File: src/rtl/axicb_pkg.sv
// rtl/axicb_pkg.sv - shared types and helpers for the crossbar slave write mux
package axicb_pkg;

  // Largest master count the index helpers are sized for.
  localparam int unsigned MAX_REQ_NB = 4;
  localparam int unsigned MAX_IDX_W  = $clog2(MAX_REQ_NB);

  typedef enum logic [0:0] {
    AW_IDLE    = 1'b0,
    AW_GRANTED = 1'b1
  } aw_state_e;

  // Index width for n masters; a single master still needs one bit of storage.
  function automatic int idx_width(input int n);
    return (n > 1) ? $clog2(n) : 1;
  endfunction

  // One-hot to binary index; OR-reduction keeps it a flat mux-free encoder.
  function automatic logic [MAX_IDX_W-1:0] onehot_to_idx(input logic [MAX_REQ_NB-1:0] onehot);
    logic [MAX_IDX_W-1:0] idx;
    idx = '0;
    for (int k = 0; k < MAX_REQ_NB; k++) begin
      if (onehot[k]) begin
        idx = idx | MAX_IDX_W'(k);
      end
    end
    return idx;
  endfunction

endpackage

File: src/rtl/axicb_order_fifo.sv
// rtl/axicb_order_fifo.sv - small synchronous FIFO holding the AW-granted master order
module axicb_order_fifo #(
  parameter int DEPTH = 4,
  parameter int WIDTH = 2
) (
  input  logic             aclk,
  input  logic             aresetn,
  input  logic             srst,
  input  logic             push,
  input  logic [WIDTH-1:0] push_data,
  input  logic             pop,
  output logic [WIDTH-1:0] pop_data,
  output logic             full,
  output logic             empty
);

  localparam int PTR_W = $clog2(DEPTH);
  localparam int CNT_W = PTR_W + 1;

  logic [WIDTH-1:0] mem_q [DEPTH];
  logic [PTR_W-1:0] wr_ptr_q;
  logic [PTR_W-1:0] rd_ptr_q;
  logic [CNT_W-1:0] count_q;
  logic             do_push;
  logic             do_pop;

  assign full     = (count_q == CNT_W'(DEPTH));
  assign empty    = (count_q == '0);
  assign do_push  = push && !full;
  assign do_pop   = pop && !empty;
  assign pop_data = mem_q[rd_ptr_q];

  // Entry storage; contents are don't-care until the count covers them, so no reset.
  always_ff @(posedge aclk) begin
    if (do_push) begin
      mem_q[wr_ptr_q] <= push_data;
    end
  end

  // Pointers wrap naturally at the power-of-two depth; count tracks occupancy.
  always_ff @(posedge aclk) begin
    if (!aresetn || srst) begin
      wr_ptr_q <= '0;
      rd_ptr_q <= '0;
      count_q  <= '0;
    end else begin
      if (do_push) begin
        wr_ptr_q <= wr_ptr_q + PTR_W'(1);
      end
      if (do_pop) begin
        rd_ptr_q <= rd_ptr_q + PTR_W'(1);
      end
      case ({do_push, do_pop})
        2'b10:   count_q <= count_q + CNT_W'(1);
        2'b01:   count_q <= count_q - CNT_W'(1);
        default: count_q <= count_q;
      endcase
    end
  end

endmodule

File: src/rtl/axicb_slv_wr_mux.sv
// rtl/axicb_slv_wr_mux.sv - slave-port write mux: AW arbitration handoff and AW-ordered W routing
module axicb_slv_wr_mux
  import axicb_pkg::*;
#(
  parameter int REQ_NB      = 4,
  parameter int AWCH_W      = 64,
  parameter int WCH_W       = 72,
  parameter int ORDER_DEPTH = 4
) (
  input  logic                     aclk,
  input  logic                     aresetn,
  input  logic                     srst,
  output logic                     arb_en,
  output logic [REQ_NB-1:0]        arb_req,
  input  logic [REQ_NB-1:0]        arb_grant,
  input  logic [REQ_NB-1:0]        i_awvalid,
  output logic [REQ_NB-1:0]        i_awready,
  input  logic [REQ_NB*AWCH_W-1:0] i_awch,
  input  logic [REQ_NB-1:0]        i_wvalid,
  output logic [REQ_NB-1:0]        i_wready,
  input  logic [REQ_NB-1:0]        i_wlast,
  input  logic [REQ_NB*WCH_W-1:0]  i_wch,
  output logic                     o_awvalid,
  input  logic                     o_awready,
  output logic [AWCH_W-1:0]        o_awch,
  output logic                     o_wvalid,
  input  logic                     o_wready,
  output logic                     o_wlast,
  output logic [WCH_W-1:0]         o_wch
);

  localparam int IDX_W = idx_width(REQ_NB);

  aw_state_e             state_q;
  logic [IDX_W-1:0]      aw_sel_q;
  logic                  rst_act;
  logic                  aw_decide;
  logic                  aw_hs;
  logic [MAX_REQ_NB-1:0] grant_ext;
  logic [MAX_IDX_W-1:0]  grant_idx_full;
  logic [IDX_W-1:0]      grant_idx;
  logic                  fifo_full;
  logic                  fifo_empty;
  logic                  fifo_pop;
  logic [IDX_W-1:0]      w_sel;

  // While reset is held the port must look quiet, so every handshake output is gated.
  assign rst_act = !aresetn || srst;
  assign arb_req = i_awvalid;

  assign grant_ext      = MAX_REQ_NB'(arb_grant);
  assign grant_idx_full = onehot_to_idx(grant_ext);
  assign grant_idx      = grant_idx_full[IDX_W-1:0];

  // Decision uses only registered state plus requests/grant, never o_awready.
  assign aw_decide = !rst_act && (state_q == AW_IDLE) && (|i_awvalid) &&
                     !fifo_full && (|arb_grant);
  assign arb_en    = aw_decide;

  assign aw_hs    = o_awvalid && o_awready;
  assign fifo_pop = o_wvalid && o_wready && o_wlast;

  // AW FSM: latch the granted master, hold it until its AW is accepted downstream.
  always_ff @(posedge aclk) begin
    if (rst_act) begin
      state_q  <= AW_IDLE;
      aw_sel_q <= '0;
    end else begin
      case (state_q)
        AW_IDLE: begin
          if (aw_decide) begin
            aw_sel_q <= grant_idx;
            state_q  <= AW_GRANTED;
          end
        end
        AW_GRANTED: begin
          if (aw_hs) begin
            state_q <= AW_IDLE;
          end
        end
      endcase
    end
  end

  // AW path: only the latched master is connected to the slave while GRANTED.
  always_comb begin
    o_awvalid = 1'b0;
    o_awch    = '0;
    i_awready = '0;
    if (!rst_act && (state_q == AW_GRANTED)) begin
      for (int k = 0; k < REQ_NB; k++) begin
        if (aw_sel_q == IDX_W'(k)) begin
          o_awvalid    = i_awvalid[k];
          o_awch       = i_awch[k*AWCH_W +: AWCH_W];
          i_awready[k] = o_awready;
        end
      end
    end
  end

  // W path: the oldest accepted AW owns the W channel until its last beat.
  always_comb begin
    o_wvalid = 1'b0;
    o_wlast  = 1'b0;
    o_wch    = '0;
    i_wready = '0;
    if (!rst_act && !fifo_empty) begin
      for (int k = 0; k < REQ_NB; k++) begin
        if (w_sel == IDX_W'(k)) begin
          o_wvalid    = i_wvalid[k];
          o_wlast     = i_wlast[k];
          o_wch       = i_wch[k*WCH_W +: WCH_W];
          i_wready[k] = o_wready;
        end
      end
    end
  end

  axicb_order_fifo #(
    .DEPTH (ORDER_DEPTH),
    .WIDTH (IDX_W)
  ) u_order_fifo (
    .aclk      (aclk),
    .aresetn   (aresetn),
    .srst      (srst),
    .push      (aw_hs),
    .push_data (aw_sel_q),
    .pop       (fifo_pop),
    .pop_data  (w_sel),
    .full      (fifo_full),
    .empty     (fifo_empty)
  );

endmodule

File: config.mk
export PLATFORM = sky130hd
export DESIGN_NAME = axicb_slv_wr_mux
export DESIGN_NICKNAME = d
export VERILOG_FILES = /design/src/rtl/axicb_pkg.sv /design/src/rtl/axicb_order_fifo.sv /design/src/rtl/axicb_slv_wr_mux.sv
export SDC_FILE = /design/constraint.sdc
export NUM_CORES = 1
export LEC_CHECK = 0
export CORE_AREA = 2 2 283 285
export CTS_BUF_LIST = sky130_fd_sc_hd__clkbuf_4 sky130_fd_sc_hd__clkbuf_8
export DETAILED_ROUTE_END_ITERATION = 6
export DIE_AREA = 0 0 285 287
export GPL_ROUTABILITY_DRIVEN = 0
export PLACE_DENSITY = 0.33
export SYNTH_ARGS = -nofsm -noshare
export SYNTH_HDL_FRONTEND = slang
export SYNTH_SLANG_ARGS = --single-unit
File: constraint.sdc
create_clock -name aclk -period 8.9 [get_ports aclk]
set_clock_uncertainty 0.1 [all_clocks]
set_input_delay 0.89 -clock aclk [delete_from_list [all_inputs] [get_ports aclk]]
set_output_delay 0.89 -clock aclk [all_outputs]
set_load 0.02 [all_outputs]
== Yosys cells after proc, flatten, opt, wreduce, memory -nomap -nowiden ==
Memories as Yosys holds them, arrays and structs flattened. A register that Yosys moved wholly into a read port is not among the register bits.
Cells that the tools add are included.

* Output and inout bits: 152
* Input bits: 565
* Memories kept: 1
* Logic and storage cells: 89
* RAM bits: 8
* Register bits: 10

* Equality and inequality tests: 9
* Bitwise gates (word level): 1
* Muxes and demuxes: 46
* Reduce and logical (&&, ||, !) cells: 23
* $add $sub $neg: 4

{| class="wikitable"
|+ Memories
! name !! depth !! bits a word !! rd ports !! clocked after memory_dff !! wr ports !! line !! source
|-
| u_order_fifo.mem_q || 4 || 2 || 1 || 1 || 1 || axicb_order_fifo.sv:20 || <nowiki>logic [WIDTH-1:0] mem_q [DEPTH];</nowiki>
|}

{| class="wikitable"
|+ Operators with widths
! kind !! number
|-
| 2-to-1 mux 72 bit || 5
|-
| 2-to-1 mux 64 bit || 5
|-
| 2-to-1 mux 1 bit || 28
|-
| logical AND 1 bit || 11
|-
| equality test 2 bit, second input constant || 5
|-
| 2-to-1 mux 2 bit || 4
|-
| 2-to-1 mux 4 bit || 2
|-
| OR reduction 4 bit || 2
|-
| equality test 2 x 1 -> 1 bit, second input constant || 3
|-
| case mux 3 bit (2 select lines) || 1
|-
| adder 2 x 1 -> 2 bit, second input constant || 2
|-
| logical NOT 1 bit || 4
|-
| logical NOT 2 bit || 2
|-
| adder 3 x 1 -> 3 bit, second input constant || 1
|-
| equality test 3 bit, second input constant || 1
|-
| logical NOT 3 bit || 1
|-
| subtractor 3 x 1 -> 3 bit, second input constant || 1
|-
| case mux 1 bit (2 select lines) || 1
|-
| AND reduction 2 bit || 1
|-
| nonzero test 2 bit || 1
|-
| logical OR 1 bit || 1
|-
| inverter 1 bit || 1
|}

== Longest topological paths before layout ==
Gate-level depths: netlist of the first run.

* Depth after elaboration: 11
* Mapped depth: 11
* Gate-level depth less buffers: 10

== Cells and area by module ==
A second synthesis of the first run with hierarchy kept.

* Cells, all modules: 428
* Area total of the unflattened synthesis: 5,308.8 um2

{| class="wikitable"
|+ Modules (own cells, without submodules)
! module !! instances !! area each (um2) !! seq. area each (um2) !! cells each
|-
| axicb_slv_wr_mux || 1 || 4,539.4 || 60.1 || 363
|-
| axicb_order_fifo || 1 || 769.5 || 420.4 || 65
|}

== Worst setup path after synthesis of the first run ==
Ideal clock, no wire load.

* Path type: input to register
* Start: in srst
* End: reg u_order_fifo.count_q[2]
* Path buffers: 1
* Library setup time: 71 ps
* Stages: 10
* Arrival: 3,311 ps
* Required time: 8,729 ps
* Slack: 5,419 ps
* Cell sequence: nand2b_1 -> clkbuf_1 -> or4b_4 -> o31ai_1 -> ha_1 -> inv_1 -> fa_1 -> xor2_1 -> or3_1 -> a21oi_1

* Word-level cells in the longest chain between the ends: 9
* Elaborated cells on any way between the ends: 16
* Classes of those cells: 2 x eq/ne; 4 x mux; 10 x reduce/logical

{| class="wikitable"
|+ Ends and longest elaborated chain
! what !! line !! source
|-
| start: declaration || axicb_slv_wr_mux.sv:12 || <nowiki>input logic srst,</nowiki>
|-
| logical OR 1 bit * || axicb_slv_wr_mux.sv:48 || <nowiki>assign rst_act = !aresetn || srst;</nowiki>
|-
| logical NOT 1 bit * || axicb_slv_wr_mux.sv:107 || <nowiki>if (!rst_act && !fifo_empty) begin</nowiki>
|-
| logical AND 1 bit * || axicb_slv_wr_mux.sv:107 ||
|-
| 2-to-1 mux 1 bit || axicb_slv_wr_mux.sv:107 ||
|-
| logical AND 1 bit || axicb_slv_wr_mux.sv:61 || <nowiki>assign fifo_pop = o_wvalid && o_wready && o_wlast;</nowiki>
|-
| logical AND 1 bit * || axicb_slv_wr_mux.sv:61 ||
|-
| logical AND 1 bit * || axicb_order_fifo.sv:30 || <nowiki>assign do_pop = pop && !empty;</nowiki>
|-
| net u_order_fifo.do_pop || axicb_order_fifo.sv:25 || <nowiki>logic do_pop;</nowiki>
|-
| equality test 2 x 1 -> 1 bit or equality test 2 bit (tied branches) || axicb_order_fifo.sv:53 || <nowiki>case ({do_push, do_pop})</nowiki>
|-
| case mux 3 bit (2 select lines) or nonzero test 2 bit (tied branches) || - ||
|-
| end signal: assignment || axicb_order_fifo.sv:54 || <nowiki>2'b10: count_q <= count_q + CNT_W'(1);</nowiki>
|-
| end signal: assignment || axicb_order_fifo.sv:55 || <nowiki>2'b01: count_q <= count_q - CNT_W'(1);</nowiki>
|-
| end signal: assignment || axicb_order_fifo.sv:56 || <nowiki>default: count_q <= count_q;</nowiki>
|-
| end: declaration || axicb_order_fifo.sv:23 || <nowiki>logic [CNT_W-1:0] count_q;</nowiki>
|}

Mark *: on every way through the listed nets, which the timed path passes. The rest lies on a longest branch.
A chain may end at the register's enable or synchronous reset.

== Final worst setup path of the first run ==
* Start: in aresetn
* End: out o_wvalid

* Word-level cells in the longest chain between the ends: 5

{| class="wikitable"
|+ Ends and longest elaborated chain
! what !! line !! source
|-
| start: declaration || axicb_slv_wr_mux.sv:11 || <nowiki>input logic aresetn,</nowiki>
|-
| logical NOT 1 bit || axicb_slv_wr_mux.sv:48 ||
|-
| logical OR 1 bit || axicb_slv_wr_mux.sv:48 ||
|-
| logical NOT 1 bit || axicb_slv_wr_mux.sv:107 ||
|-
| logical AND 1 bit || axicb_slv_wr_mux.sv:107 ||
|-
| 2-to-1 mux 1 bit || axicb_slv_wr_mux.sv:107 ||
|-
| end: declaration || axicb_slv_wr_mux.sv:26 || <nowiki>output logic o_wvalid,</nowiki>
|}

No other way between the ends.

==> results of run 1 <==
==> logic make-up (layout without fill, tap and decap cells) <==
group	after synthesis	count (layout)	synth area share, %
AOI/OAI and AO/OA	17	17	2.13
adders and majority gates	6	6	1.56
muxes	145	145	60.3
and+or+nand+nor	183	183	21.0
xor gates and xnor gates	3	3	0.497
DFF	20	20	9.08
other	0	12	0
buffers and inverters	69	731	5.35
==> through the flow <==
stage / total power [mW] / setup WS [ns]
final: 0.630 / 3.85
after detailed placement: 0.541 / 3.75
after CTS: 0.649 / 3.75
after floorplan: 0.201 / 5.42
after global routing: 0.663 / 3.53
after global placement: 0.542 / 3.86
==> cell type report <==
type | count | area share (%)
Clock inverter | 1 | 0.220
Clock buffer | 3 | 0.302
Antenna cell | 12 | 0.220
Sequential cell | 20 | 3.58
Timing Repair Buffer | 720 | 52.6
Multi-Input combinational cell | 354 | 33.3
Tap cell | 1050 | 9.61
Inverter | 7 | 0.192
==> flip-flops by register name (all words and copies together), names as in the netlist, named ones only <==
signal                 flops
u_order_fifo.wr_ptr_q      2
aw_sel_q                   2
u_order_fifo.rd_ptr_q      2
u_order_fifo.count_q       3
state_q                    1
u_order_fifo.mem_q         8
==> routing by layer <==
| layer | wire length, µm | vias to the layer above | global-route usage [%] |
|---|---|---|---|
| li1 | - | 3145 | - |
| met1 | 19600 | 3493 | 13.7 |
| met2 | 30200 | 500 | 24.8 |
| met3 | 5170 | 48 | 4.13 |
| met4 | 1400 | 8 | 4.01 |
| met5 | 42 | - | 0 |
==> power groups by stage <==
stage	sequential (mW)	combinational, mW	clock, mW
2_1_floorplan	0.0982	0.103	0
3_3_place_gp	0.111	0.430	0
3_5_place_dp	0.111	0.429	0
4_1_cts	0.109	0.433	0.108
5_1_grt	0.110	0.444	0.109
6_report	0.108	0.423	0.0986
==> worst paths after layout <==
kind | end | startpoint | slack [ns] | cells after the start
min reg2reg | u_order_fifo.rd_ptr_q[1] | u_order_fifo.rd_ptr_q[1] | 0.40 | 2
min | u_order_fifo.rd_ptr_q[1] | u_order_fifo.rd_ptr_q[1] | 0.40 | 2
max | o_wvalid | aresetn | 3.85 | 6
max reg2reg | u_order_fifo.count_q[2] | flop | 4.75 | 9
==> tightest hold or removal path, cell delays in order (launching register included) <==
cell and delay, ns:
sky130_fd_sc_hd__dfxtp_1 0.32, sky130_fd_sc_hd__nand3_1 0.08, sky130_fd_sc_hd__a21oi_2 0.06
==> synth_stat cells <==
master | number | area (µm²)
sky130_fd_sc_hd__xor2_1 | 2 | 17.5
sky130_fd_sc_hd__a211oi_1 | 3 | 22.5
sky130_fd_sc_hd__and2_1 | 4 | 25.0
sky130_fd_sc_hd__xnor2_1 | 1 | 8.76
sky130_fd_sc_hd__buf_2 | 7 | 35.0
sky130_fd_sc_hd__mux2_2 | 1 | 11.3
sky130_fd_sc_hd__nor2_1 | 15 | 56.3
sky130_fd_sc_hd__nand3_1 | 1 | 5.00
sky130_fd_sc_hd__nand2b_1 | 2 | 12.5
sky130_fd_sc_hd__o21a_1 | 3 | 22.5
sky130_fd_sc_hd__or4_4 | 1 | 11.3
sky130_fd_sc_hd__buf_4 | 4 | 30.0
sky130_fd_sc_hd__inv_1 | 7 | 26.3
sky130_fd_sc_hd__mux2i_1 | 5 | 50.1
sky130_fd_sc_hd__clkbuf_1 | 41 | 154
sky130_fd_sc_hd__a21oi_1 | 4 | 20.0
sky130_fd_sc_hd__fa_1 | 1 | 20.0
sky130_fd_sc_hd__mux4_2 | 139 | 3130
sky130_fd_sc_hd__or3b_2 | 1 | 8.76
sky130_fd_sc_hd__dfxtp_1 | 12 | 240
sky130_fd_sc_hd__nand4b_1 | 2 | 17.5
sky130_fd_sc_hd__a21o_1 | 1 | 7.51
sky130_fd_sc_hd__edfxtp_1 | 8 | 240
sky130_fd_sc_hd__a21oi_2 | 1 | 8.76
sky130_fd_sc_hd__nor3b_1 | 1 | 7.51
sky130_fd_sc_hd__nand2_1 | 6 | 22.5
sky130_fd_sc_hd__o21ai_0 | 3 | 15.0
sky130_fd_sc_hd__buf_1 | 10 | 37.5
sky130_fd_sc_hd__or4b_4 | 1 | 13.8
sky130_fd_sc_hd__ha_1 | 5 | 62.6
sky130_fd_sc_hd__a31o_2 | 1 | 8.76
sky130_fd_sc_hd__nor3_1 | 1 | 5.00
sky130_fd_sc_hd__or3_1 | 2 | 12.5
sky130_fd_sc_hd__nor2b_1 | 75 | 469
sky130_fd_sc_hd__or4_1 | 2 | 15.0
sky130_fd_sc_hd__o31ai_1 | 1 | 7.51
sky130_fd_sc_hd__and3_1 | 69 | 432
==> results.md, run 1 <==
Finish:
- Cells with a size suffix above 1 make up 14.3% of the layout.
- The multi-input logic area is 0.00455 mm².
- The synthesis-to-finish area growth is 158%.
- In the final design database the tool counted between 1500 and 2000 nets.
- The post-layout instance count excluding filler cells is 2167.
- The leading cell type in the layout, fill and taps excluded is sky130_fd_sc_hd__clkdlybuf4s50_1.
- Counting the fill cells in the layout gives 8699.
- Once layout is done, the placed cells without fillers occupy 0.0137 mm².
- In the layout the commonest cells are sky130_fd_sc_hd__clkdlybuf4s50_1 (716), sky130_fd_sc_hd__mux4_2 (137), sky130_fd_sc_hd__nor2b_1 (74).
- Summing all flip-flop and latch instances after layout gives 489 µm².
- The utilization after layout is 17.4%.

Detailed routing:
- For this run, the detailed router's first-pass iteration total came to 4.
- The DRC marker count from the first detailed-route iteration is 296.
- The routed via count divided by cell count is 3.32.
- In this run the remaining antenna-violating nets after routing total 0.
- In the final routed layout, each cell accounts on average for 26.0 µm.
- The total wire length after detailed routing is 56400 µm.
- The routed layout has slightly above 7000 vias.
- After detailed routing, the number of remaining DRC violations is 0.

Floorplanning:
- The die covers 0.0818 mm².
- The floorplan step defined a core boundary enclosing a little under 0.08 mm².
- just over 700 I/O pins were placed.
- The die height is about 290 µm.
- From left edge to right edge, the die measures 285 µm.
- The initial core utilization is about 6.7%.
- The initialized floorplan defines 103 standard-cell rows.

Worst setup path:
- The longest individual stage delay on the worst path is 0.67 ns.
- Grouping stages by cell kind, the critical path spends the most delay in buffers and inverters.
- The largest fanout on the critical path is 74.
- The worst setup path is of the in2out kind.
- STA puts the critical path data arrival time at 4.06 ns.
- The largest individual stage delay along the critical path comes from the cell sky130_fd_sc_hd__clkdlybuf4s50_1.
- Data on the critical path is required at its endpoint by around 7.9 ns.
- The endpoint class of the critical path is an output port.
- The cell that appears most often on the critical path is sky130_fd_sc_hd__clkdlybuf4s50_1.
- The number of buffers and inverters on the critical path is 3.
- The category of the worst setup path launch point is an input port.
- The critical path goes through clkdlybuf4s50_1, nor2b_4, buf_4, nand2b_4, a211oi_1, clkdlybuf4s50_1.

Global routing:
- The wire length of the first global-routing pass is 73000 µm.
- The overall global routing resource usage is 13.1%.
- For this run the aggregate overflow at the end of global routing stands at 0.
- The via count of the first global-routing pass is about 7900.
- The number of antenna violations at the first check in global routing came to 28.
- Entering global routing, the biggest net connects 75 pins.

Power and ir drop:
- For this design the ratio of total power to cell area is 46.1 mW/mm².
- Summed over all cells, the static leakage comes to 4.39 nW.
- The analysis attributes to net switching a power of 0.178 mW.
- Combinational logic is responsible for 67.2% of the overall power.
- The relative contribution of sequential cells to total power is 17.2%.
- Net switching is 28.3% of the power.
- Of the total power, the clock network draws ~16%.
- The maximum vdd ir drop is 0.0405 mV.
- The internal power is 0.451 mW.

Timing:
- At the pin with the least slew margin, the transition time is 1.06 ns.
- In the final timing run, aggregate negative setup slack is 0 ns.
- Setup repair after global routing left no endpoint under its margin.
- The relative slew slack is 29.2%.
- Hold timing on the final database bottoms out at a slack of 0.403 ns.
- Setup violations remaining at the end of the flow were counted as 0.
- After layout, the worst path uses 56.7% of the clock period.
- The clock period could shrink to 5.05 ns.
- The number of hold-slack violations in the final timing report is 0.
- The achievable frequency is 0.198 GHz.
- The final-report max-slew violation count came to 0.

Clock network:
- The number of sinks on the clock net is 20.
- The post-CTS repair timing setup buffer count is 0.
- TritonCTS built the clock tree.
- The maximum buffer depth of the clock tree is 2.
- TritonCTS created 3 clock buffers.
- The clock slew seen by the registers of the worst setup and hold paths is 0.09 ns.
- For this design, the CTS-stage hold fixing added 0 buffers.
- The latest clock arrival within the worst-skew pair is roughly 0.28 ns.
- The number of H-tree branching levels is 1.
- The number of resized instances in the post-cts repair step is 0.
- The root buffer cell chosen for the clock tree is sky130_fd_sc_hd__clkbuf_8.

Synth:
- The share of the Yosys chip area taken by registers is 9.08%.
- The post-synthesis cell count is between 400 and 500.
- The synthesized area is 0.00529 mm².
- The number of distinct library cells after synthesis is 37.
- During synthesis, Yosys emitted a total of 0 warnings.
- The total nets after synthesis is slightly above 1000.
- Synthesis inferred 20 register bits.
- In this run the mean area of a mapped cell was between 10 and 15 µm².

Status:
- The run finished with clean final reports.

Placement:
- The HPWL reported at the end of detailed placement is approximately 50000 µm.
- The total placed instance area is 0.0136 mm².
- Once placement completed, the tool counted placed cells totaling 2151.
- Port buffering added approximately 720 buffers.

Worst hold path:
- The type of the most critical hold path is reg2reg.

Flow run:
- Across the run, the number of max-cap violations was 0.
No activity file was read; power rests on OpenSTA's default activity.
==> run 2: changes to the inputs <==
--- a/config.mk
+++ b/config.mk
@@ -5,12 +5,12 @@
 export SDC_FILE = /design/constraint.sdc
 export NUM_CORES = 1
 export LEC_CHECK = 0
-export CORE_AREA = 2 2 283 285
+export CORE_AREA = 2 2 277 279
 export CTS_BUF_LIST = sky130_fd_sc_hd__clkbuf_4 sky130_fd_sc_hd__clkbuf_8
 export DETAILED_ROUTE_END_ITERATION = 6
-export DIE_AREA = 0 0 285 287
+export DIE_AREA = 0 0 279 281
 export GPL_ROUTABILITY_DRIVEN = 0
-export PLACE_DENSITY = 0.33
+export PLACE_DENSITY = 0.34
 export SYNTH_ARGS = -nofsm -noshare
 export SYNTH_HDL_FRONTEND = slang
 export SYNTH_SLANG_ARGS = --single-unit
==> constraint.sdc (replaced) <==
create_clock -name aclk -period 5.2 [get_ports aclk]
set_clock_uncertainty 0.1 [all_clocks]
set_input_delay 0.52 -clock aclk [delete_from_list [all_inputs] [get_ports aclk]]
set_output_delay 0.52 -clock aclk [all_outputs]
set_load 0.02 [all_outputs]
==> run 2 against run 1 <==
  * Sequential power grew 61%
  * First-iteration DRC count shrank 34%
  * Non-clock buffer count is 4 higher
  * Register-to-register slack worse by 3.7 ns
  * Sequential share of layout area barely moved
  * Worst hold slack lost 0.011 ns
  * Highest routed layer unchanged
==> results.md, run 2 (synthesis gave the netlist of run 1 again) <==
Status:
- The run finished with clean final reports.

Global routing:
- The leftover overflow at the end of global routing is 0 (unchanged).
- The number of antenna violations at the first check in global routing is 26 (-7.1%).
- The pin count of the biggest net entering global routing is 75 (unchanged).
- The via count of the first global-routing pass is 8254 (+4.6%).
- The wire length of the first global-routing pass came to 75700 µm (+3.7%).
- The overall global routing resource usage is 14.1% (+1.0 points).

Clock network:
- The clock slew seen by the registers of the worst setup and hold paths was 0.08 ns (about the same).
- The post-CTS repair timing setup buffer count was 0 (unchanged).
- The number of sinks on the clock net is 20 (unchanged).
- The count of hold-fix buffers inserted at cts is 0 (unchanged).
- TritonCTS built the clock tree.
- The number of resized instances in the post-cts repair step came to 0 (unchanged).
- The library cell used as clock root buffer is sky130_fd_sc_hd__clkbuf_8.
- The maximum buffer depth of the clock tree came to 2 (unchanged).
- The latest clock arrival within the worst-skew pair came to 0.26 ns (-0.02 ns).
- The number of H-tree branching levels is 1 (unchanged).
- The TritonCTS buffer count came to 3 (unchanged).

Worst setup path:
- The number of buffers and inverters on the critical path is 1 (-2).
- The worst setup path is of the reg2reg kind.
- STA classifies the critical path endpoint as a flop.
- The longest individual stage delay on the worst path came to 0.85 ns (+0.18 ns).
- The worst setup path is launched from a flop.
- Traced cell by cell, the critical path runs through mux4_4, or4b_4, o31ai_1, ha_1, inv_1, fa_1, xor2_1, or3_1, a21oi_1.
- The data arrival time of the critical path is 4.20 ns (+0.14 ns).
- The critical-path cell with the highest stage delay is sky130_fd_sc_hd__mux4_4.
- Among cell families on the critical path, the largest total delay comes from simple AND/OR/NAND/NOR gates.
- The largest fanout on the critical path was 12 (-84%).
- The endpoint required time on the critical path is 5.28 ns (-2.63 ns).

Finish:
- The synthesis-to-finish area growth is 157%.
- The flip-flop count of the largest register, all copies and words added is 8 (unchanged).
- The most flop-heavy register is u_order_fifo.mem_q.
- The library cell used most frequently in the layout, excluding fill and tap cells, is sky130_fd_sc_hd__clkdlybuf4s50_1.
- The number of nets in the finished design is 1681 (+0.24%).
- The fraction of layout instances using a drive strength above 1 is 14.5% (+0.22 points).
- The final design instance area without fill is 0.0136 mm² (-0.56%).
- The top cell types in the final layout, fill and taps aside, are sky130_fd_sc_hd__clkdlybuf4s50_1 (716), sky130_fd_sc_hd__mux4_2 (137), sky130_fd_sc_hd__nor2b_1 (74).
- The largest registers in the layout are u_order_fifo.mem_q: 8 flops, u_order_fifo.count_q: 3 flops.

Worst hold path:
- The type of the most critical hold path is reg2reg.

Detailed routing:
- The routed via count divided by cell count came to 3.47 (+4.6%).
- The number of routed nets with antenna violations came to 0 (unchanged).
- The via count of the routed design is 7270 (+1.1%).
- The average detailed-routed wire length per instance is 27.9 µm (+7.1%).
- The total wire length after detailed routing is 58400 µm (+3.4%).
- The DRC marker count from the first detailed-route iteration is 196 (-34%).
- The length of the first detailed-routing pass in iterations is 4 (unchanged).
- The number of remaining DRC errors is 0 (unchanged).

Timing:
- Setup repair after global routing left no endpoint under its margin.
- The number of hold-slack violations in the final timing report was 0 (unchanged).
- The clock period could shrink to a little over 4 ns.
- The share of the clock period used by the worst path is 79.3%.
- The post-route setup TNS was 0 ns (unchanged).
- Timing would allow up to 0.243 GHz.
- The setup-violating endpoint count in the final report is 0 (unchanged).
- The final-report max-slew violation count was 0 (unchanged).
- The transition time at the pin with the least slew margin came to 0.957 ns (-0.105 ns).
- The relative slew slack is 36.2% (+7.0 points).

Floorplanning:
- The top-level I/O count is 717 (unchanged).
- The die width is 279 µm (-2.1%).
- The die height is 281 µm (-2.1%).
- The die outline area came to 0.0784 mm² (-4.2%).
- The initial core utilization is 7.01% (+0.28 points).
- The placeable core region is 0.0754 mm² (-4.0%).
- The number of cell rows is 101 (-1.9%).

Power and ir drop:
- The total power is 1.00 mW (+59%).
- The total leakage power came to 4.40 nW (+0.35%).
- The maximum vdd ir drop is 0.0543 mV (+34%).
- The power per cell area is 73.5 mW/mm² (+60%).

Placement:
- The count of input and output buffers is 716 (unchanged).
- The HPWL reported at the end of detailed placement is 52300 µm (+2.9%).
- The total placed instance area is 0.0135 mm² (-0.26%).

Flow run:
- The reported max-cap violation count is 0 (unchanged).
run 2: worst register-to-register path, stage by stage (launching register included):
cell and delay [ns]:
sky130_fd_sc_hd__dfxtp_1 0.41, sky130_fd_sc_hd__mux4_4 0.85, sky130_fd_sc_hd__or4b_4 0.65, sky130_fd_sc_hd__o31ai_1 0.68, sky130_fd_sc_hd__ha_1 0.31, sky130_fd_sc_hd__inv_1 0.06, sky130_fd_sc_hd__fa_1 0.37, sky130_fd_sc_hd__xor2_1 0.16
sky130_fd_sc_hd__or3_1 0.31, sky130_fd_sc_hd__a21oi_1 0.16
run 2: path summary, 6_finish.rpt:
kind                             from  slack, ns  depth (start not counted)                        to
min          u_order_fifo.rd_ptr_q[1]       0.39                          2  u_order_fifo.rd_ptr_q[1]
max                              flop       1.08                          9   u_order_fifo.count_q[2]
max reg2reg                      flop       1.08                          9   u_order_fifo.count_q[2]
min reg2reg  u_order_fifo.rd_ptr_q[1]       0.39                          2  u_order_fifo.rd_ptr_q[1]
run 2: power breakdown:
part	switching, mW	leakage [nW]	internal (mW)
sequential	0.0107	0.168	0.163
combinational	0.214	4.21	0.507
clock	0.0523	0.0232	0.0525
run 2: routing by layer:
layer / part of all wire, % / global-route usage (%) / up-vias / routed length (µm)
met5: 0.070 / 0 / - / 41
met4: 1.7 / 1.45 / 6 / 1010
met3: 8.1 / 3.78 / 52 / 4710
met2: 55 / 28.4 / 498 / 32000
met1: 35 / 14.8 / 3567 / 20600
li1: - / - / 3147 / -
run 2: stage by stage:
step                worst slack [ns]  hold WS (ns)  instances  util, %
floorplan                       1.88         0.358        443        -
CTS                            0.964         0.391       2087     18.0
global placement               0.724         0.375       2083     17.9
finish                          1.08         0.391       2093     18.0
global route                   0.813         0.409       2089     18.0
detailed placement             0.786         0.379       2083     17.9
run 2: layout make-up:
| class | instances | area [µm²] |
|---|---|---|
| fillers | 8313 | 61800 |
| repair buffers | 724 | 7250 |
| multi-input cells | 354 | 4550 |
| well taps | 978 | 1220 |
| flip-flops and latches | 20 | 489 |
| clock buffers | 3 | 41.3 |
| inverters | 7 | 26.3 |
| diodes | 6 | 15.0 |
| clock inverters | 1 | 3.75 |
==> run 3: changes to the inputs <==
==> constraint.sdc (replaced) <==
create_clock -name aclk -period 4.2 [get_ports aclk]
set_clock_uncertainty 0.1 [all_clocks]
set_input_delay 0.42 -clock aclk [delete_from_list [all_inputs] [get_ports aclk]]
set_output_delay 0.42 -clock aclk [all_outputs]
set_load 0.02 [all_outputs]
==> run 3 against run 2 <==
  * Routed wire length decreased by 1.4%
  * Register-to-register slack got worse by 0.67 ns
  * Worst hold slack gained 0.0026 ns
  * Cell area up 0.73%
  * Largest power group unchanged
  * Die area stayed put
  * Total power grew 33%
  * Count of clock-buffer cells in the layout is the same
  * Critical path depth stayed put
  * Worst setup slack worse by 0.67 ns
  * Flip-flop and latch count unchanged
  * Core utilization rose by 0.13 points
  * Largest cell class unchanged
  * Sequential power up 18%
==> results.md, run 3 (synthesis gave the netlist of run 1 again) <==
Floorplanning:
- The die width is 279 µm (unchanged).
- The placeable core region was 0.0754 mm² (unchanged).
- The die outline area was 0.0784 mm² (unchanged).
- The top-level I/O count is 717 (unchanged).
- The initial core utilization is 7.01% (unchanged).
- The die height is 281 µm (unchanged).
- The number of cell rows came to 101 (unchanged).

Detailed routing:
- The number of routed nets with antenna violations is 0 (unchanged).
- The routed via count divided by cell count is 3.44 (-0.96%).
- The via count of the routed design came to 7214 (-0.77%).
- The length of the first detailed-routing pass in iterations is 4 (unchanged).
- The total wire length after detailed routing is 57500 µm (-1.4%).
- The number of remaining DRC errors is 0 (unchanged).
- The average detailed-routed wire length per instance is 27.4 µm (-1.6%).
- The DRC marker count from the first detailed-route iteration is 231 (+18%).

Worst setup path:
- The largest fanout on the critical path is 4 (-8).
- The slowest stage of the critical path is the sky130_fd_sc_hd__mux4_4 cell.
- The family of cells with the greatest summed delay on the critical path is simple AND/OR/NAND/NOR gates.
- The endpoint class of the critical path is a flop.
- The longest individual stage delay on the worst path was 0.70 ns (-0.15 ns).
- Traced cell by cell, the critical path runs through mux4_4, or4b_4, o31ai_1, ha_1, inv_1, fa_1, xor2_1, or3_1, a21oi_1.
- The endpoint required time on the critical path is 4.30 ns (-0.98 ns).
- The data arrival time of the critical path came to 3.89 ns (-0.31 ns).
- The kind of critical path is reg2reg.
- The number of buffers and inverters on the critical path was 1 (unchanged).
- The category of the worst setup path launch point is a flop.

Clock network:
- The count of hold-fix buffers inserted at cts was 0 (unchanged).
- The latest clock arrival within the worst-skew pair is 0.28 ns (+0.02 ns).
- The number of resized instances in the post-cts repair step was 0 (unchanged).
- TritonCTS built the clock tree.
- The number of H-tree branching levels came to 1 (unchanged).
- The library cell used as clock root buffer is sky130_fd_sc_hd__clkbuf_8.
- The clock slew seen by the registers of the worst setup and hold paths is 0.08 ns (about the same).
- The post-CTS repair timing setup buffer count is 0 (unchanged).
- The maximum buffer depth of the clock tree was 2 (unchanged).
- The TritonCTS buffer count is 3 (unchanged).
- The number of sinks on the clock net is 20 (unchanged).

Finish:
- In the final layout, the registers with the most flip-flops are u_order_fifo.mem_q: 8 flops, u_order_fifo.count_q: 3 flops.
- Leaving out fill and tap cells, the most frequent cells in the layout are sky130_fd_sc_hd__clkdlybuf4s50_1 (712), sky130_fd_sc_hd__mux4_2 (137), sky130_fd_sc_hd__nor2b_1 (74).
- The flip-flop count of the largest register, all copies and words added is 8 (unchanged).
- The leading cell type in the layout, fill and taps excluded is sky130_fd_sc_hd__clkdlybuf4s50_1.
- Ranked by flip-flop count, first place goes to u_order_fifo.mem_q.
- The fraction of layout instances using a drive strength above 1 is 15.5% (+0.98 points).
- The number of nets in the finished design is 1688 (+0.42%).
- Compared with the post-synthesis result, the final layout area differs by 159%.

Global routing:
- The wire length of the first global-routing pass is 74600 µm (-1.4%).
- The leftover overflow at the end of global routing is 0 (unchanged).
- The number of antenna violations at the first check in global routing is 25 (-3.8%).
- The pin count of the biggest net entering global routing is 78 (+4.0%).
- The via count of the first global-routing pass is 8078 (-2.1%).
- The overall global routing resource usage is 14.0% (-0.12 points).

Power and ir drop:
- The maximum vdd ir drop is 0.157 mV (+190%).
- The total leakage power is 4.47 nW (+1.6%).
- The power per cell area is 97.2 mW/mm² (+32%).

Placement:
- The HPWL reported at the end of detailed placement is 51900 µm (-0.72%).
- The count of input and output buffers was 716 (unchanged).

Timing:
- The share of the clock period used by the worst path came to 90.2% (+11 points).
- The relative slew slack is 49.4% (+13 points).
- The minimum clock period is 3.79 ns (-0.331 ns).
- The transition time at the pin with the least slew margin was 0.759 ns (-0.199 ns).
- Setup repair after global routing left no endpoint under its margin.
- The setup-violating endpoint count in the final report was 0 (unchanged).
- The final-report max-slew violation count is 0 (unchanged).
- The post-route setup TNS was 0 ns (unchanged).
- The achievable frequency is 0.264 GHz (+8.7%).
- The number of hold-slack violations in the final timing report is 0 (unchanged).
- The worst hold slack after final layout is 0.394 ns (+0.00258 ns).

Status:
- The flow ran to the end, and the final reports show no timing, DRC or antenna violations.

Flow run:
- The reported max-cap violation count is 0 (unchanged).

Worst hold path:
- The path class of the tightest hold or removal check is reg2reg.
## run 3: cell count changes in the layout (fill, tap and decap cells not counted)
cell | previous run | this run
sky130_fd_sc_hd__diode_2 | 6 | 3
sky130_fd_sc_hd__clkinv_1 | 1 | 0
sky130_fd_sc_hd__clkdlybuf4s50_1 | 716 | 712
sky130_fd_sc_hd__buf_4 | 6 | 14
sky130_fd_sc_hd__bufinv_16 | 0 | 1
sky130_fd_sc_hd__buf_12 | 2 | 5
## run 3: final timing paths
check / slack [ns] / cells past startpoint / endpoint / from
setup / recovery: 0.41 / 9 / u_order_fifo.count_q[2] / flop
hold reg to reg: 0.39 / 2 / flop / u_order_fifo.rd_ptr_q[1]
setup reg to reg: 0.41 / 9 / u_order_fifo.count_q[2] / flop
hold / removal: 0.39 / 2 / flop / u_order_fifo.rd_ptr_q[1]
## run 3: area by class of cell
cell class | instances | area (µm²)
diodes | 3 | 7.51
inverters | 7 | 26.3
well taps | 978 | 1220
multi-input cells | 354 | 4550
clock buffers | 3 | 41.3
flip-flops and latches | 20 | 489
clock inverters | 1 | 30.0
fillers | 8293 | 61700
repair buffers | 731 | 7330
## run 3: report_power, final
part	leakage [nW]	internal (mW)	switching, mW
combinational	4.27	0.634	0.285
clock	0.0357	0.128	0.0790
sequential	0.168	0.202	0.00397
## run 3: routing by layer
metal / share of wire (%) / routed length [µm] / global-route usage (%) / vias up
li1: - / - / - / 3156
met1: 35 / 20400 / 14.7 / 3513
met2: 55 / 31900 / 28.3 / 486
met3: 8.3 / 4770 / 3.92 / 53
met4: 0.78 / 451 / 0.786 / 6
met5: 0.059 / 34 / 0 / -
## run 3: metrics by stage
| stage | power (mW) | utilization [%] | setup WS, ns | instances | instance area, µm² |
|---|---|---|---|---|---|
| after floorplan | 0.426 | - | 0.879 | 443 | 5290 |
| after global placement | 1.14 | 18.1 | 0.315 | 2090 | 13600 |
| after detailed placement | 1.14 | 18.1 | 0.281 | 2090 | 13600 |
| after CTS | 1.37 | 18.1 | 0.401 | 2094 | 13700 |
| after global routing | 1.40 | 18.1 | 0.228 | 2094 | 13700 |
| final | 1.33 | 18.2 | 0.410 | 2097 | 13700 |
## run 3: worst register-to-register path: stages (launching register included)
cell	delay (ns)
sky130_fd_sc_hd__dfxtp_1	0.42
sky130_fd_sc_hd__mux4_4	0.70
sky130_fd_sc_hd__or4b_4	0.59
sky130_fd_sc_hd__o31ai_1	0.55
sky130_fd_sc_hd__ha_1	0.28
sky130_fd_sc_hd__inv_1	0.07
sky130_fd_sc_hd__fa_1	0.38
sky130_fd_sc_hd__xor2_1	0.16
sky130_fd_sc_hd__or3_1	0.30
sky130_fd_sc_hd__a21oi_1	0.17
